$ cat src/rtl/pipe_reg_pkg.sv
// Shared types and constants for the pipe_reg elastic stage.
package pipe_reg_pkg;

  typedef enum logic [1:0] {
    EMPTY = 2'd0,
    ONE   = 2'd1,
    TWO   = 2'd2
  } state_t;

  localparam int unsigned STALL_CNT_W = 16;

endpackage

$ cat src/rtl/pipe_reg_enabled_reg.sv
// Payload register with synchronous reset and load enable; used for main and skid.
module enabled_reg #(
  parameter int unsigned      WIDTH     = 32,
  parameter logic [WIDTH-1:0] RESET_VAL = '0
) (
  input  logic             clk,
  input  logic             reset,
  input  logic             enable,
  input  logic [WIDTH-1:0] dataIn,
  output logic [WIDTH-1:0] dataOut
);

  logic [WIDTH-1:0] r_data;

  always_ff @(posedge clk) begin
    if (reset) begin
      r_data <= RESET_VAL;
    end else if (enable) begin
      r_data <= dataIn;
    end
  end

  assign dataOut = r_data;

endmodule

$ cat src/rtl/pipe_reg.sv
// Elastic two-entry pipeline stage (main + skid) with registered handshakes.
// Optional stall counter enabled by macro PIPE_REG_STALL_CNT_EN.
module pipe_reg
  import pipe_reg_pkg::*;
#(
  parameter int unsigned      WIDTH     = 32,
  parameter logic [WIDTH-1:0] RESET_VAL = '0
) (
  input  logic                   clk,
  input  logic                   reset,
  input  logic                   in_valid,
  output logic                   in_ready,
  input  logic [WIDTH-1:0]       in_data,
  output logic                   out_valid,
  input  logic                   out_ready,
  output logic [WIDTH-1:0]       out_data,
  input  logic                   flush,
  output logic [STALL_CNT_W-1:0] stall_count
);

  state_t           r_state;
  state_t           w_state_nxt;
  logic             r_in_ready;
  logic             r_out_valid;
  logic             w_push;
  logic             w_pop;
  logic             w_main_en;
  logic             w_skid_en;
  logic             w_main_from_skid;
  logic [WIDTH-1:0] w_main_d;
  logic [WIDTH-1:0] w_skid_q;

  assign w_push = in_valid & r_in_ready;
  assign w_pop  = r_out_valid & out_ready;

  always_comb begin
    w_state_nxt      = r_state;
    w_main_en        = 1'b0;
    w_skid_en        = 1'b0;
    w_main_from_skid = 1'b0;
    if (flush) begin
      w_state_nxt = EMPTY;
    end else begin
      case (r_state)
        EMPTY: begin
          if (w_push) begin
            w_state_nxt = ONE;
            w_main_en   = 1'b1;
          end
        end
        ONE: begin
          if (w_push && w_pop) begin
            w_main_en = 1'b1;
          end else if (w_push) begin
            w_state_nxt = TWO;
            w_skid_en   = 1'b1;
          end else if (w_pop) begin
            w_state_nxt = EMPTY;
          end
        end
        TWO: begin
          if (w_pop) begin
            w_state_nxt      = ONE;
            w_main_en        = 1'b1;
            w_main_from_skid = 1'b1;
          end
        end
        default: w_state_nxt = EMPTY;
      endcase
    end
  end

  // Handshake outputs are flops computed from the next state, not decoded from r_state.
  always_ff @(posedge clk) begin
    if (reset) begin
      r_state     <= EMPTY;
      r_in_ready  <= 1'b1;
      r_out_valid <= 1'b0;
    end else begin
      r_state     <= w_state_nxt;
      r_in_ready  <= (w_state_nxt != TWO);
      r_out_valid <= (w_state_nxt != EMPTY);
    end
  end

  assign w_main_d = w_main_from_skid ? w_skid_q : in_data;

  enabled_reg #(
    .WIDTH     (WIDTH),
    .RESET_VAL (RESET_VAL)
  ) u_main (
    .clk     (clk),
    .reset   (reset),
    .enable  (w_main_en),
    .dataIn  (w_main_d),
    .dataOut (out_data)
  );

  enabled_reg #(
    .WIDTH     (WIDTH),
    .RESET_VAL (RESET_VAL)
  ) u_skid (
    .clk     (clk),
    .reset   (reset),
    .enable  (w_skid_en),
    .dataIn  (in_data),
    .dataOut (w_skid_q)
  );

  assign in_ready  = r_in_ready;
  assign out_valid = r_out_valid;

`ifdef PIPE_REG_STALL_CNT_EN
  logic [STALL_CNT_W-1:0] r_stall_cnt;

  // Cleared by reset only; flush leaves the count intact.
  always_ff @(posedge clk) begin
    if (reset) begin
      r_stall_cnt <= '0;
    end else if (r_out_valid && !out_ready && (r_stall_cnt != '1)) begin
      r_stall_cnt <= r_stall_cnt + 1'b1;
    end
  end

  assign stall_count = r_stall_cnt;
`else
  assign stall_count = '0;
`endif

endmodule

$ cat config.mk
export PLATFORM = sky130hd
export DESIGN_NAME = pipe_reg
export DESIGN_NICKNAME = d
export VERILOG_FILES = /design/src/rtl/pipe_reg_pkg.sv /design/src/rtl/pipe_reg_enabled_reg.sv /design/src/rtl/pipe_reg.sv
export SDC_FILE = /design/constraint.sdc
export NUM_CORES = 1
export LEC_CHECK = 0
export BUFFER_PORTS_ARGS = -buffer_cell sky130_fd_sc_hd__buf_2
export CORE_ASPECT_RATIO = 0.5
export CORE_UTILIZATION = 25
export DETAILED_ROUTE_END_ITERATION = 7
export GPL_TIMING_DRIVEN = 1
export MAX_ROUTING_LAYER = met4
export PLACE_DENSITY = 0.44
export SETUP_SLACK_MARGIN = 0.2
export SLEW_MARGIN = 20
export SYNTH_ARGS = -nofsm -noshare
export SYNTH_HDL_FRONTEND = slang
export SYNTH_SLANG_ARGS = --single-unit
$ cat constraint.sdc
create_clock -name clk -period 2.19 [get_ports clk]
set_input_delay 0.438 -clock clk [delete_from_list [all_inputs] [get_ports clk]]
set_output_delay 0.438 -clock clk [all_outputs]
set_load 0.01 [all_outputs]
==> parameters.txt, run 1 <==
Parameter                              Value

Critical path
  Worst Reg2Reg Path Length in Cells    4
  Data arrival time of the critical path    1.91 ns
  Timing startpoint of the critical path    r_state[1]$_SDFF_PP0_
  Worst-path maximum fanout    18
  CP Data Required Time    2.44 ns
  Launching point of the worst reg2reg path    r_state[1]$_SDFF_PP0_
  Destination of the worst register-to-register timing path    u_main.dataOut[6]$_SDFFE_PP0P_
  Setup Crit Path Kind    register to register
  Element type at the critical path end    register
  Startpoint kind of the worst setup timing path    register
  R2R setup slack    0.52 ns

Min path
  Hold/Removal Path Class    input port to register
  Hold-critical path endpoint    u_skid.dataOut[13]$_SDFFE_PP0P_
  Depth of the worst hold-timing path    3
  Worst hold path startpoint    in_data[13]

Timing
  Transition at the pin with the smallest max-transition slack    0.514 ns
  Setup-violating endpoint count in the final report    0
  Worst slew margin    65.8%
  Max Clk Rate    0.599 GHz
  Post-route fraction of the period consumed by the critical path    76.2%
  Layout Skew    0.00589 ns
  Min Tclk post-route    1.67 ns
  Total count of hold-check failures in the final report    0
  Final-layout setup total negative slack    0 ns
  Number of max-slew violations in the final report    0
  Setup repair after global routing missed its margin    false

Finish
  Layout cells sized above 1    33.8%
  Sequential standard cell area    0.00136 sq mm
  Non-filler cells in the finished layout    564
  P&R area growth vs syn    25.4%
  Filler instances    1305
  # nets final    431
  Antenna diode count    0
  Footprint of the multi-input gates    0.00160 sq mm

Floorplan
  Die X-Extent    162 um
  Core Area    0.0121 sq mm
  Effective utilization at floorplan    26.3%
  Die boundary height    81.9 um
  Area of the die    0.0133 sq mm
  Site Rows    28
  Top-level port count    87

Route
  Residual DRC count    0
  TritonRoute pass-1 iters    4
  Total number of vias    2552
  Antenna-violating nets left    0
  Average via count per standard cell    4.52
  Number of DRC markers after the initial detailed-route iteration    118
  Detailed-route wire length    7.95 mm
  Mean routed wirelength per cell    14.1 um

Clocking
  Number of buffers inserted for hold repair after clock tree synthesis    0
  Number of CTS-inserted buffers    9
  Clock slew at the register clock pins of the worst setup and hold paths    0.06 ns
  Clock Latency Late Sink    0.33 ns
  Count of buffers added by post-CTS timing repair for setup    0
  Clock Tree Buf Depth    2
  Cell chosen for the clock root    sky130_fd_sc_hd__clkbuf_16
  CTS tree    built
  Post-cts resize count    0
  Number of clock sinks    68
  CTS HTree Levels    3

Yosys
  Fraction of post-synthesis cell area in the top cell type by area    42.6%
  Syn Area/Cell    9.68 sq um
  Part of the Yosys area used for sequential elements    42.6%
  Area share of and/or/nand/nor cells after synthesis    16.4%
  Post-synthesis cell type count    31
  Post-synthesis sequential element count    68
  Netlist Area Pre-Place    0.00319 sq mm
  Synthesized-area fraction occupied by adder cells    0%
  Dominant combinational cell family by area after synthesis    compound AO/OA/AOI/OAI gates
  Largest area contributor in the synthesized netlist    sky130_fd_sc_hd__dfxtp_1
  Post-synthesis compound-gate area fraction    21.5%
  Share of cell area taken by muxes after synthesis    10.0%
  Leading post-synthesis cells by cell area    sky130_fd_sc_hd__dfxtp_1 (43%), sky130_fd_sc_hd__a221oi_2 (14%), sky130_fd_sc_hd__mux2i_1 (10%), sky130_fd_sc_hd__nand2_1 (7.8%), sky130_fd_sc_hd__a21oi_1 (5.5%)
  Post-synthesis instance total    330
  Share of the synthesized netlist area taken by xor and xnor gates    0%
  Number of warnings printed during yosys synthesis    0

Placement
  Post-DP HPWL    5.11 mm
  Global placement routability congestion    0.702
  Port Buf Inserts    70
  Placed cell count    548

Global route
  Pin count of the biggest net entering global routing    68
  Number of antenna violations at the first check in global routing    0
  Overall global routing resource usage    13.0%
  Vias in the first global route    2401
  Total congestion overflow after global routing    0
  Global-route wire length before repair    12.8 mm

Power
  Pwr per Cell Area    825 mW/mm^2
  Worst vdd rail ir drop    393 uV
  Lkg Pwr    0.00149 uW

Job
  Max-cap violations    0

Outcome
  Result of the run    complete, no violations
[registers in the layout, indices dropped and copies added, names as in the netlist]
name            cells
u_main.dataOut     32
out_valid           1
r_state             2
u_skid.dataOut     32
in_ready            1
[where the power goes]
group          internal (uW)  switching (uW)  leakage, uW  total (uW)
combinational            146             214     0.000776         360
clock                   1060             555     0.000158        1620
sequential              1290            33.3     0.000555        1330
[per-layer routing]
| layer | global-route usage, % | up-vias | wire length (um) |
|---|---|---|---|
| met2 | 19.4 | 62 | 3400 |
| li1 | - | 1268 | - |
| met4 | 3.68 | 0 | 78 |
| met5 | - | - | 0 |
| met1 | 16.7 | 1212 | 4090 |
| met3 | 4.04 | 10 | 380 |
[through the flow]
stage	hold slack, ns	power [uW]	cell area, sq um	setup slack [ns]	util [%]
global placement	0.443	1720	3670	0.411	30.3
finish	0.354	3300	4000	0.522	33.0
global route	0.348	3450	4000	0.416	33.0
detailed placement	0.448	1720	3670	0.419	30.3
floorplan	0.436	1600	3250	0.659	-
CTS	0.342	3360	4000	0.517	33.0
[cell families after synthesis]
kind of cell / Yosys count
AOI/OAI and AO/OA: 72
buffers and inverters: 43
DFF: 68
muxes: 32
other: 1
and+or+nand+nor: 114
[Yosys cell counts]
cell type                    n
sky130_fd_sc_hd__a21bo_2     1
sky130_fd_sc_hd__a21o_1      1
sky130_fd_sc_hd__a21oi_1    35
sky130_fd_sc_hd__a221oi_1    2
sky130_fd_sc_hd__a221oi_2   30
sky130_fd_sc_hd__a311oi_1    1
sky130_fd_sc_hd__and2_1      1
sky130_fd_sc_hd__buf_1       2
sky130_fd_sc_hd__buf_12      3
sky130_fd_sc_hd__buf_2      12
sky130_fd_sc_hd__buf_4      19
sky130_fd_sc_hd__clkbuf_1    7
sky130_fd_sc_hd__conb_1      1
sky130_fd_sc_hd__dfxtp_1    68
sky130_fd_sc_hd__mux2i_1    32
sky130_fd_sc_hd__nand2_1    66
sky130_fd_sc_hd__nand3b_4    1
sky130_fd_sc_hd__nand4b_4    1
sky130_fd_sc_hd__nand4bb_1   1
sky130_fd_sc_hd__nor2_1     35
sky130_fd_sc_hd__nor2_2      1
sky130_fd_sc_hd__nor2_8      1
sky130_fd_sc_hd__nor2b_1     1
sky130_fd_sc_hd__nor3_1      1
sky130_fd_sc_hd__nor3_2      1
sky130_fd_sc_hd__nor3_4      1
sky130_fd_sc_hd__nor4_1      1
sky130_fd_sc_hd__o211a_1     1
sky130_fd_sc_hd__o21bai_1    1
sky130_fd_sc_hd__or3_1       1
sky130_fd_sc_hd__or4_1       1
[worst max path at each step]
stage	end	slack (ns)	depth (start not counted)
final	u_main.dataOut[6]$_SDFFE_PP0P_	0.52	4
after CTS	u_main.dataOut[0]$_SDFFE_PP0P_	0.52	4
after global placement	u_main.dataOut[28]$_SDFFE_PP0P_	0.41	5
after floorplan	u_skid.dataOut[10]$_SDFFE_PP0P_	0.66	6
after global routing	u_main.dataOut[6]$_SDFFE_PP0P_	0.42	5
after detailed placement	u_main.dataOut[5]$_SDFFE_PP0P_	0.42	5
[worst max-delay path, stage by stage (launching register included)]
cell and delay (ns):
sky130_fd_sc_hd__dfxtp_1 0.38, sky130_fd_sc_hd__nand4bb_1 0.28, sky130_fd_sc_hd__a21o_2 0.43, sky130_fd_sc_hd__buf_12 0.25
sky130_fd_sc_hd__a221oi_2 0.23
[cell type report]
cell class,count,area share [%]
clock buffers,11,6.31
well taps,165,5.16
clock inverters,5,2.09
flip-flops and latches,68,34.0
multi-input cells,234,40.1
repair buffers,81,12.4
[layout by cell type, fill, tap and decap left out, drive strengths merged, types with 2 or more instances in the layout]
master / n
clkbuf: 11
conb: 16
nor3: 3
buf: 81
clkinvlp: 2
mux2i: 32
bufinv: 2
nand2: 66
a21oi: 35
a221oi: 32
nor2: 37
dfxtp: 68
No activity file was read; power rests on OpenSTA's default activity.
==> run 2: changes to the inputs <==
ABC_AREA = 1   (was not set)
PLACE_DENSITY = 0.45   (was 0.44)
clock period = 1.5 ns   (was 2.19 ns; I/O delays follow)
==> run 2 against run 1 <==
- cell count grew 39%
- sequential cell count is the same
- count of clock-buffer cells in the layout is the same
- synthesized cell count grew 60%
- maximum frequency grew 22%
- final area grew 18%
- register-to-register slack lost 0.39 ns
- largest power group unchanged
- largest cell class unchanged
- utilization grew 4.1 points
==> parameters.txt, run 2 <==
Parameter                              Value

Placement
  Placed cell count    755 (+38%)
  Post-DP HPWL    5.75 mm (+13%)
  Global placement routability congestion    0.727 (+3.6%)
  Port Buf Inserts    70 (unchanged)

Yosys
  Number of warnings printed during yosys synthesis    0 (unchanged)
  Area share of and/or/nand/nor cells after synthesis    36.6% (+20 points)
  Post-synthesis instance total    527 (+60%)
  Fraction of post-synthesis cell area in the top cell type by area    41.1% (-1.5 points)
  Leading post-synthesis cells by cell area    sky130_fd_sc_hd__dfxtp_1 (41%), sky130_fd_sc_hd__nor2_1 (19%), sky130_fd_sc_hd__nand2_1 (11%), sky130_fd_sc_hd__inv_1 (7.7%), sky130_fd_sc_hd__o21ai_0 (5.1%)
  Share of the synthesized netlist area taken by xor and xnor gates    0% (unchanged)
  Part of the Yosys area used for sequential elements    41.1% (-1.5 points)
  Ranking of synthesized cells by instance count    sky130_fd_sc_hd__nor2_1 (166), sky130_fd_sc_hd__nand2_1 (101), sky130_fd_sc_hd__dfxtp_1 (68), sky130_fd_sc_hd__inv_1 (68), sky130_fd_sc_hd__o21ai_0 (34)
  Number of enable-type register cells in the synthesized netlist    0 (unchanged)
  Most instantiated flip-flop cell in the synthesis netlist    sky130_fd_sc_hd__dfxtp_1
  Syn Area/Cell    6.28 sq um (-35%)
  Dominant combinational cell family by area after synthesis    simple AND/OR/NAND/NOR gates
  Post-synthesis cell type count    17 (-45%)
  Largest area contributor in the synthesized netlist    sky130_fd_sc_hd__dfxtp_1
  Post-synthesis compound-gate area fraction    5.64% (-16 points)
  Most frequent cell after synthesis    sky130_fd_sc_hd__nor2_1
  Post-synthesis sequential element count    68 (unchanged)
  Share of cell area taken by muxes after synthesis    0% (-10 points)
  Async set-reset flop share out of synthesis    0% (unchanged)
  Netlist Area Pre-Place    0.00331 sq mm (+3.6%)
  Synthesized-area fraction occupied by adder cells    0% (unchanged)

Critical path
  Data arrival time of the critical path    1.64 ns (-0.27 ns)
  Startpoint kind of the worst setup timing path    register
  Timing startpoint of the critical path    out_valid$_SDFF_PP0_
  Destination of the worst register-to-register timing path    u_main.dataOut[8]$_SDFFE_PP0P_
  Worst-path maximum fanout    6 (-12)
  CP Data Required Time    1.77 ns (-0.67 ns)
  Setup Crit Path Kind    register to register
  Element type at the critical path end    register
  Setup crit end    u_main.dataOut[8]$_SDFFE_PP0P_
  Worst Reg2Reg Path Length in Cells    9 (+5)
  R2R setup slack    0.14 ns (-0.39 ns)
  Launching point of the worst reg2reg path    out_valid$_SDFF_PP0_

Finish
  P&R area growth vs syn    43.2%
  Layout cells sized above 1    29.6% (-4.2 points)
  # nets final    647 (+50%)
  Most used cells in the layout excluding fill and tap cells    sky130_fd_sc_hd__nor2_1 (158), sky130_fd_sc_hd__buf_2 (70), sky130_fd_sc_hd__inv_1 (66), sky130_fd_sc_hd__dfxtp_1 (65), sky130_fd_sc_hd__nand2_1 (64)
  Utilization of the core after routing    37.1% (+4.1 points)
  Non-filler cells in the finished layout    785 (+39%)
  Antenna diode count    0 (unchanged)
  Filler instances    1409 (+8.0%)
  Commonest non-fill, non-tap cell in the layout    sky130_fd_sc_hd__nor2_1

Floorplan
  Die X-Extent    165 um (+1.8%)
  Core Area    0.0128 sq mm (+5.4%)
  Die boundary height    83.3 um (+1.7%)
  Top-level port count    87 (unchanged)
  Effective utilization at floorplan    25.9% (-0.44 points)
  Site Rows    29 (+3.6%)
  Area of the die    0.0137 sq mm (+3.5%)

Timing
  Setup repair after global routing missed its margin    true
  Total count of hold-check failures in the final report    0 (unchanged)
  Max Clk Rate    0.733 GHz (+22%)
  Layout Skew    0.00564 ns (-0.000248 ns)
  Min Tclk post-route    1.36 ns (-0.304 ns)
  Final-layout setup total negative slack    0 ns (unchanged)
  Post-route fraction of the period consumed by the critical path    91.0% (+15 points)
  Setup-violating endpoint count in the final report    0 (unchanged)
  Number of max-slew violations in the final report    0 (unchanged)

Clocking
  Number of clock sinks    68 (unchanged)
  CTS HTree Levels    3 (unchanged)
  Clock Latency Late Sink    0.33 ns (about the same)
  CTS tree    built
  Cell chosen for the clock root    sky130_fd_sc_hd__clkbuf_16
  Clock slew at the register clock pins of the worst setup and hold paths    0.06 ns (about the same)
  Number of buffers inserted for hold repair after clock tree synthesis    0 (unchanged)
  Number of CTS-inserted buffers    9 (unchanged)
  Clock Tree Buf Depth    2 (unchanged)

Power
  Lkg Pwr    0.00221 uW (+48%)
  Pwr per Cell Area    1040 mW/mm^2 (+26%)
  Worst vdd rail ir drop    422 uV (+7.6%)

Route
  Residual DRC count    0 (unchanged)
  Total number of vias    3217 (+26%)
  Highest routing layer actually used    met4
  Detailed-route wire length    9.83 mm (+24%)
  Average via count per standard cell    4.10 (-9.4%)
  TritonRoute pass-1 iters    4 (unchanged)
  Mean routed wirelength per cell    12.5 um (-11%)
  Length of routed met3 wiring    406 um (+6.8%)
  Number of DRC markers after the initial detailed-route iteration    142 (+20%)
  Antenna-violating nets left    0 (unchanged)
  Detailed route wirelength on metal2    4.21 mm (+24%)
  DRT met1 WL    5.12 mm (+25%)

Outcome
  Result of the run    complete, no violations

Global route
  Pin count of the biggest net entering global routing    34 (-50%)
  Overall global routing resource usage    13.9% (+0.94 points)
  Number of antenna violations at the first check in global routing    0 (unchanged)
  Vias in the first global route    2757 (+15%)
  Total congestion overflow after global routing    0 (unchanged)
  Global-route wire length before repair    14.2 mm (+11%)

Job
  Max-cap violations    0 (unchanged)

Min path
  Hold/Removal Path Class    input port to register
  Depth of the worst hold-timing path    3 (unchanged)
[run 2: cell count changes after synthesis, moves of 4 or more]
cell,change
sky130_fd_sc_hd__a21oi_1,-35
sky130_fd_sc_hd__nand2_1,+35
sky130_fd_sc_hd__o21ai_0,+34
sky130_fd_sc_hd__a221oi_2,-30
sky130_fd_sc_hd__inv_2,+4
sky130_fd_sc_hd__inv_1,+68
sky130_fd_sc_hd__nand3_1,+33
sky130_fd_sc_hd__mux2i_1,-32
sky130_fd_sc_hd__nor2_1,+131
[run 2: area by class of cell]
cell class	count	area (sq um)	area share, %
inverter	72	273	5.76
clock buffer	11	253	5.33
tap	170	213	4.49
clock inverter	5	58.8	1.24
timing repair buffer	101	872	18.4
multi-input combinational	358	1700	35.9
sequential	68	1370	28.9
[run 2: where the power goes]
part	switching, uW	total, uW	internal (uW)	leakage, uW
clock network	838	2220	1380	0.000148
logic	439	783	344	0.00150
registers	44.3	1940	1900	0.000557
[run 2: critical path, cell delays in order (launching register included)]
cell	delay, ns
sky130_fd_sc_hd__dfxtp_2	0.35
sky130_fd_sc_hd__nand2_4	0.07
sky130_fd_sc_hd__buf_6	0.11
sky130_fd_sc_hd__a21oi_4	0.13
sky130_fd_sc_hd__buf_12	0.15
sky130_fd_sc_hd__nand2_8	0.10
sky130_fd_sc_hd__clkbuf_16	0.19
sky130_fd_sc_hd__nand2_2	0.05
sky130_fd_sc_hd__nand2_1	0.04
sky130_fd_sc_hd__nor2_1	0.11
[run 2: logic make-up (layout without fill, tap and decap cells)]
family	count (synthesis)	count (layout)
DFF	68	68
other	1	16
AOI/OAI and AO/OA	36	36
buffers and inverters	116	189
and+or+nand+nor	306	306
[run 2: how the worst min path moves through the flow]
stage / from / endpoint / slack [ns]
after floorplan: u_skid.dataOut[0]$_SDFFE_PP0P_ / u_skid.dataOut[0]$_SDFFE_PP0P_ / 0.45
after global placement: u_skid.dataOut[24]$_SDFFE_PP0P_ / u_skid.dataOut[24]$_SDFFE_PP0P_ / 0.46
after detailed placement: u_skid.dataOut[9]$_SDFFE_PP0P_ / u_skid.dataOut[9]$_SDFFE_PP0P_ / 0.47
after CTS: in_data[22] / u_skid.dataOut[22]$_SDFFE_PP0P_ / 0.22
after global routing: in_data[2] / u_skid.dataOut[2]$_SDFFE_PP0P_ / 0.24
final: in_data[23] / u_skid.dataOut[23]$_SDFFE_PP0P_ / 0.23
[run 2: per-stage QoR]
step                      power, uW  hold slack, ns  setup WS [ns]  instance area [sq um]
final                          4940           0.233          0.136                   4740
after detailed placement       2600           0.472         0.0629                   3890
after global placement         2590           0.462         0.0684                   3890
after floorplan                2380           0.455          0.238                   3360
after global routing           5200           0.238         0.0820                   4740
after CTS                      4870           0.219          0.138                   4260
[run 2: per-layer routing]
layer  GRT usage (%)  vias up
met5               -        -
met4            4.75        0
met3            3.65        9
met2            20.0       60
met1            18.7     1443
li1                -     1705
[run 2: what timing repair did]
| item | in CTS | in global routing |
|---|---|---|
| cloned | 1 | 9 |
| setup buffers | 0 | 4 |
| pin swaps | 0 | 12 |
| endpoints found under the setup margin | 64 | 64 |
| gates resized for setup | 10 | 73 |
==> run 3: changes to the inputs <==
REMOVE_ABC_BUFFERS = 1   (was not set)
==> run 3 against run 2 <==
- worst setup slack improved by 0.015 ns
- routed wire length fell by 4.7%
- final area fell by 1.7%
- sequential power barely moved
- count of clock-buffer cells in the layout rose by 2
- total power fell by 4.4%
- die area did not move
- utilization fell by 0.62 points
- worst hold slack got worse by 0.018 ns
- sequential share of layout area rose by 0.44 points
- via count fell by 1.2%
- largest cell class unchanged
==> parameters.txt, run 3 (same netlist as run 2, synthesis figures left out) <==
Parameter                              Value

Route
  TritonRoute pass-1 iters    4 (unchanged)
  Antenna-violating nets left    0 (unchanged)
  Mean routed wirelength per cell    12.0 um (-4.0%)
  Detailed-route wire length    9.37 mm (-4.7%)
  Total number of vias    3180 (-1.2%)
  Residual DRC count    0 (unchanged)
  Number of DRC markers after the initial detailed-route iteration    170 (+20%)
  Average via count per standard cell    4.08 (-0.39%)

Power
  Internal Dissipation    3460 uW (-4.6%)
  Pwr per Cell Area    1010 mW/mm^2 (-2.8%)
  Sequential Power Share    41.2% (+1.9 points)
  Worst vdd rail ir drop    515 uV (+22%)
  Share of total power in the clock network    41.6% (-3.3 points)
  Lkg Pwr    0.00217 uW (-1.9%)
  Net switching component of the power    1270 uW (-4.0%)
  Switching portion of total power    26.9% (+0.13 points)
  Combinational share of power    17.2% (+1.4 points)

Global route
  Total congestion overflow after global routing    0 (unchanged)
  Overall global routing resource usage    15.0% (+1.1 points)
  Number of antenna violations at the first check in global routing    0 (unchanged)
  Vias in the first global route    2912 (+5.6%)
  Pin count of the biggest net entering global routing    35 (+2.9%)
  Global-route wire length before repair    15.1 mm (+6.1%)

Finish
  P&R area growth vs syn    40.8%
  Antenna diode count    0 (unchanged)
  Most used cells in the layout excluding fill and tap cells    sky130_fd_sc_hd__nor2_1 (155), sky130_fd_sc_hd__nand2_1 (74), sky130_fd_sc_hd__buf_2 (70), sky130_fd_sc_hd__inv_1 (66), sky130_fd_sc_hd__dfxtp_1 (65)
  Layout cells sized above 1    29.1% (-0.53 points)
  # nets final    642 (-0.77%)
  Filler instances    1377 (-2.3%)
  Commonest non-fill, non-tap cell in the layout    sky130_fd_sc_hd__nor2_1

Timing
  Worst hold slack    0.215 ns (-0.0184 ns)
  Layout Skew    0.00522 ns (-0.000415 ns)
  Final-layout setup total negative slack    0 ns (unchanged)
  Min setup slack post-route    0.151 ns (+0.0154 ns)
  Max Clk Rate    0.741 GHz (+1.1%)
  Total count of hold-check failures in the final report    0 (unchanged)
  Number of max-slew violations in the final report    0 (unchanged)
  Setup repair after global routing missed its margin    true
  Post-route fraction of the period consumed by the critical path    89.9% (-1.0 points)
  Setup-violating endpoint count in the final report    0 (unchanged)
  Min Tclk post-route    1.35 ns (-0.0154 ns)

Clocking
  Number of buffers inserted for hold repair after clock tree synthesis    0 (unchanged)
  Number of CTS-inserted buffers    9 (unchanged)
  CTS HTree Levels    3 (unchanged)
  Number of clock sinks    68 (unchanged)
  Clock Latency Late Sink    0.33 ns (about the same)
  CTS tree    built
  Clock slew at the register clock pins of the worst setup and hold paths    0.06 ns (about the same)
  Clock Tree Buf Depth    2 (unchanged)
  Cell chosen for the clock root    sky130_fd_sc_hd__clkbuf_16

Critical path
  Launching point of the worst reg2reg path    out_valid$_SDFF_PP0_
  R2R setup slack    0.15 ns (+0.02 ns)
  Setup Crit Path Kind    register to register
  Startpoint kind of the worst setup timing path    register
  CP Data Required Time    1.73 ns (-0.04 ns)
  Setup crit end    u_main.dataOut[17]$_SDFFE_PP0P_
  Worst-path maximum fanout    8 (+2)
  Timing startpoint of the critical path    out_valid$_SDFF_PP0_
  Data arrival time of the critical path    1.58 ns (-0.06 ns)
  Element type at the critical path end    register
  Worst Reg2Reg Path Length in Cells    9 (unchanged)
  Destination of the worst register-to-register timing path    u_main.dataOut[17]$_SDFFE_PP0P_

Floorplan
  Core Area    0.0128 sq mm (unchanged)
  Site Rows    29 (unchanged)
  Area of the die    0.0137 sq mm (unchanged)
  Top-level port count    87 (unchanged)
  Effective utilization at floorplan    25.9% (unchanged)
  Die X-Extent    165 um (unchanged)
  Die boundary height    83.3 um (unchanged)

Min path
  Hold/Removal Path Class    input port to register

Placement
  Global placement routability congestion    0.731 (+0.54%)
  Post-DP HPWL    5.39 mm (-6.2%)
  Worst Setup Slack post-DPL    0.0423 ns (-0.0205 ns)
  Port Buf Inserts    70 (unchanged)

Job
  Max-cap violations    0 (unchanged)

Outcome
  Result of the run    complete, no violations
[run 3: cell count changes in the layout (fill, tap and decap cells not counted), moves of 3 or more]
| cell | change |
|---|---|
| sky130_fd_sc_hd__buf_12 | +3 |
| sky130_fd_sc_hd__buf_4 | -3 |
| sky130_fd_sc_hd__nand2_2 | -4 |
| sky130_fd_sc_hd__o21ai_0 | -10 |
| sky130_fd_sc_hd__buf_16 | +5 |
| sky130_fd_sc_hd__nand3_1 | -9 |
| sky130_fd_sc_hd__o21ai_1 | +9 |
| sky130_fd_sc_hd__clkbuf_16 | -7 |
| sky130_fd_sc_hd__nor2_1 | -3 |
| sky130_fd_sc_hd__nand3_2 | +9 |
| sky130_fd_sc_hd__nand2_1 | +10 |
| sky130_fd_sc_hd__nand2_4 | -6 |
[run 3: cell type report]
type	instances	area [sq um]	area share (%)
Timing Repair Buffer	96	831	17.8
Inverter	72	273	5.85
Clock buffer	13	260	5.59
Clock inverter	2	10.0	0.215
Tap cell	170	213	4.56
Sequential cell	68	1370	29.4
Multi-Input combinational cell	358	1710	36.6
[run 3: worst min path at each step]
| stage | start | endpoint | depth (start not counted) |
|---|---|---|---|
| 3_5_place_dp | u_skid.dataOut[3]$_SDFFE_PP0P_ | u_skid.dataOut[3]$_SDFFE_PP0P_ | 2 |
| 2_1_floorplan | u_skid.dataOut[0]$_SDFFE_PP0P_ | u_skid.dataOut[0]$_SDFFE_PP0P_ | 2 |
| 4_1_cts | in_data[28] | u_skid.dataOut[28]$_SDFFE_PP0P_ | 3 |
| 6_report | in_data[28] | u_skid.dataOut[28]$_SDFFE_PP0P_ | 3 |
| 5_1_grt | in_data[8] | u_skid.dataOut[8]$_SDFFE_PP0P_ | 3 |
| 3_3_place_gp | u_skid.dataOut[3]$_SDFFE_PP0P_ | u_skid.dataOut[3]$_SDFFE_PP0P_ | 2 |
[run 3: through the flow]
| step | total power, uW | cell area, sq um | utilization [%] | cells |
|---|---|---|---|---|
| 5_1_grt | 4970 | 4660 | 36.5 | 779 |
| 3_5_place_dp | 2600 | 3890 | 30.5 | 752 |
| 3_3_place_gp | 2590 | 3890 | 30.5 | 752 |
| 6_report | 4730 | 4660 | 36.5 | 779 |
| 2_1_floorplan | 2320 | 3090 | - | 498 |
| 4_1_cts | 4740 | 4510 | 35.3 | 778 |
[run 3: critical path, cell delays in order (launching register included)]
cell and delay (ns):
sky130_fd_sc_hd__dfxtp_2 0.33, sky130_fd_sc_hd__nand2_2 0.07, sky130_fd_sc_hd__buf_6 0.12, sky130_fd_sc_hd__a21oi_4 0.13, sky130_fd_sc_hd__buf_6 0.12, sky130_fd_sc_hd__buf_12 0.11, sky130_fd_sc_hd__buf_16 0.14, sky130_fd_sc_hd__nand3_2 0.06
sky130_fd_sc_hd__nor2_1 0.11, sky130_fd_sc_hd__nor2_1 0.05
[run 3: what timing repair did]
action,4_1_cts,5_1_grt
setup endpoints to repair,64,64
setup buffers,5,1
gates cloned,6,0
resized for setup,39,53
pin swaps,44,26
[run 3: power groups by stage]
stage	combinational (uW)	sequential [uW]	clock, uW
floorplan	305	2010	0
global placement	610	1980	0
detailed placement	611	1990	0
CTS	764	1950	2020
global route	900	1960	2110
finish	812	1950	1970
[run 3: metal layers]
| layer | GRT usage, % | wire length [um] | part of all wire, % | vias to the layer above |
|---|---|---|---|---|
| met5 | - | 0 | 0 | - |
| met4 | 4.25 | 103 | 1.1 | 0 |
| met3 | 4.05 | 422 | 4.5 | 9 |
| met2 | 22.4 | 4250 | 45 | 58 |
| met1 | 19.8 | 4590 | 49 | 1421 |
| li1 | - | - | - | 1692 |
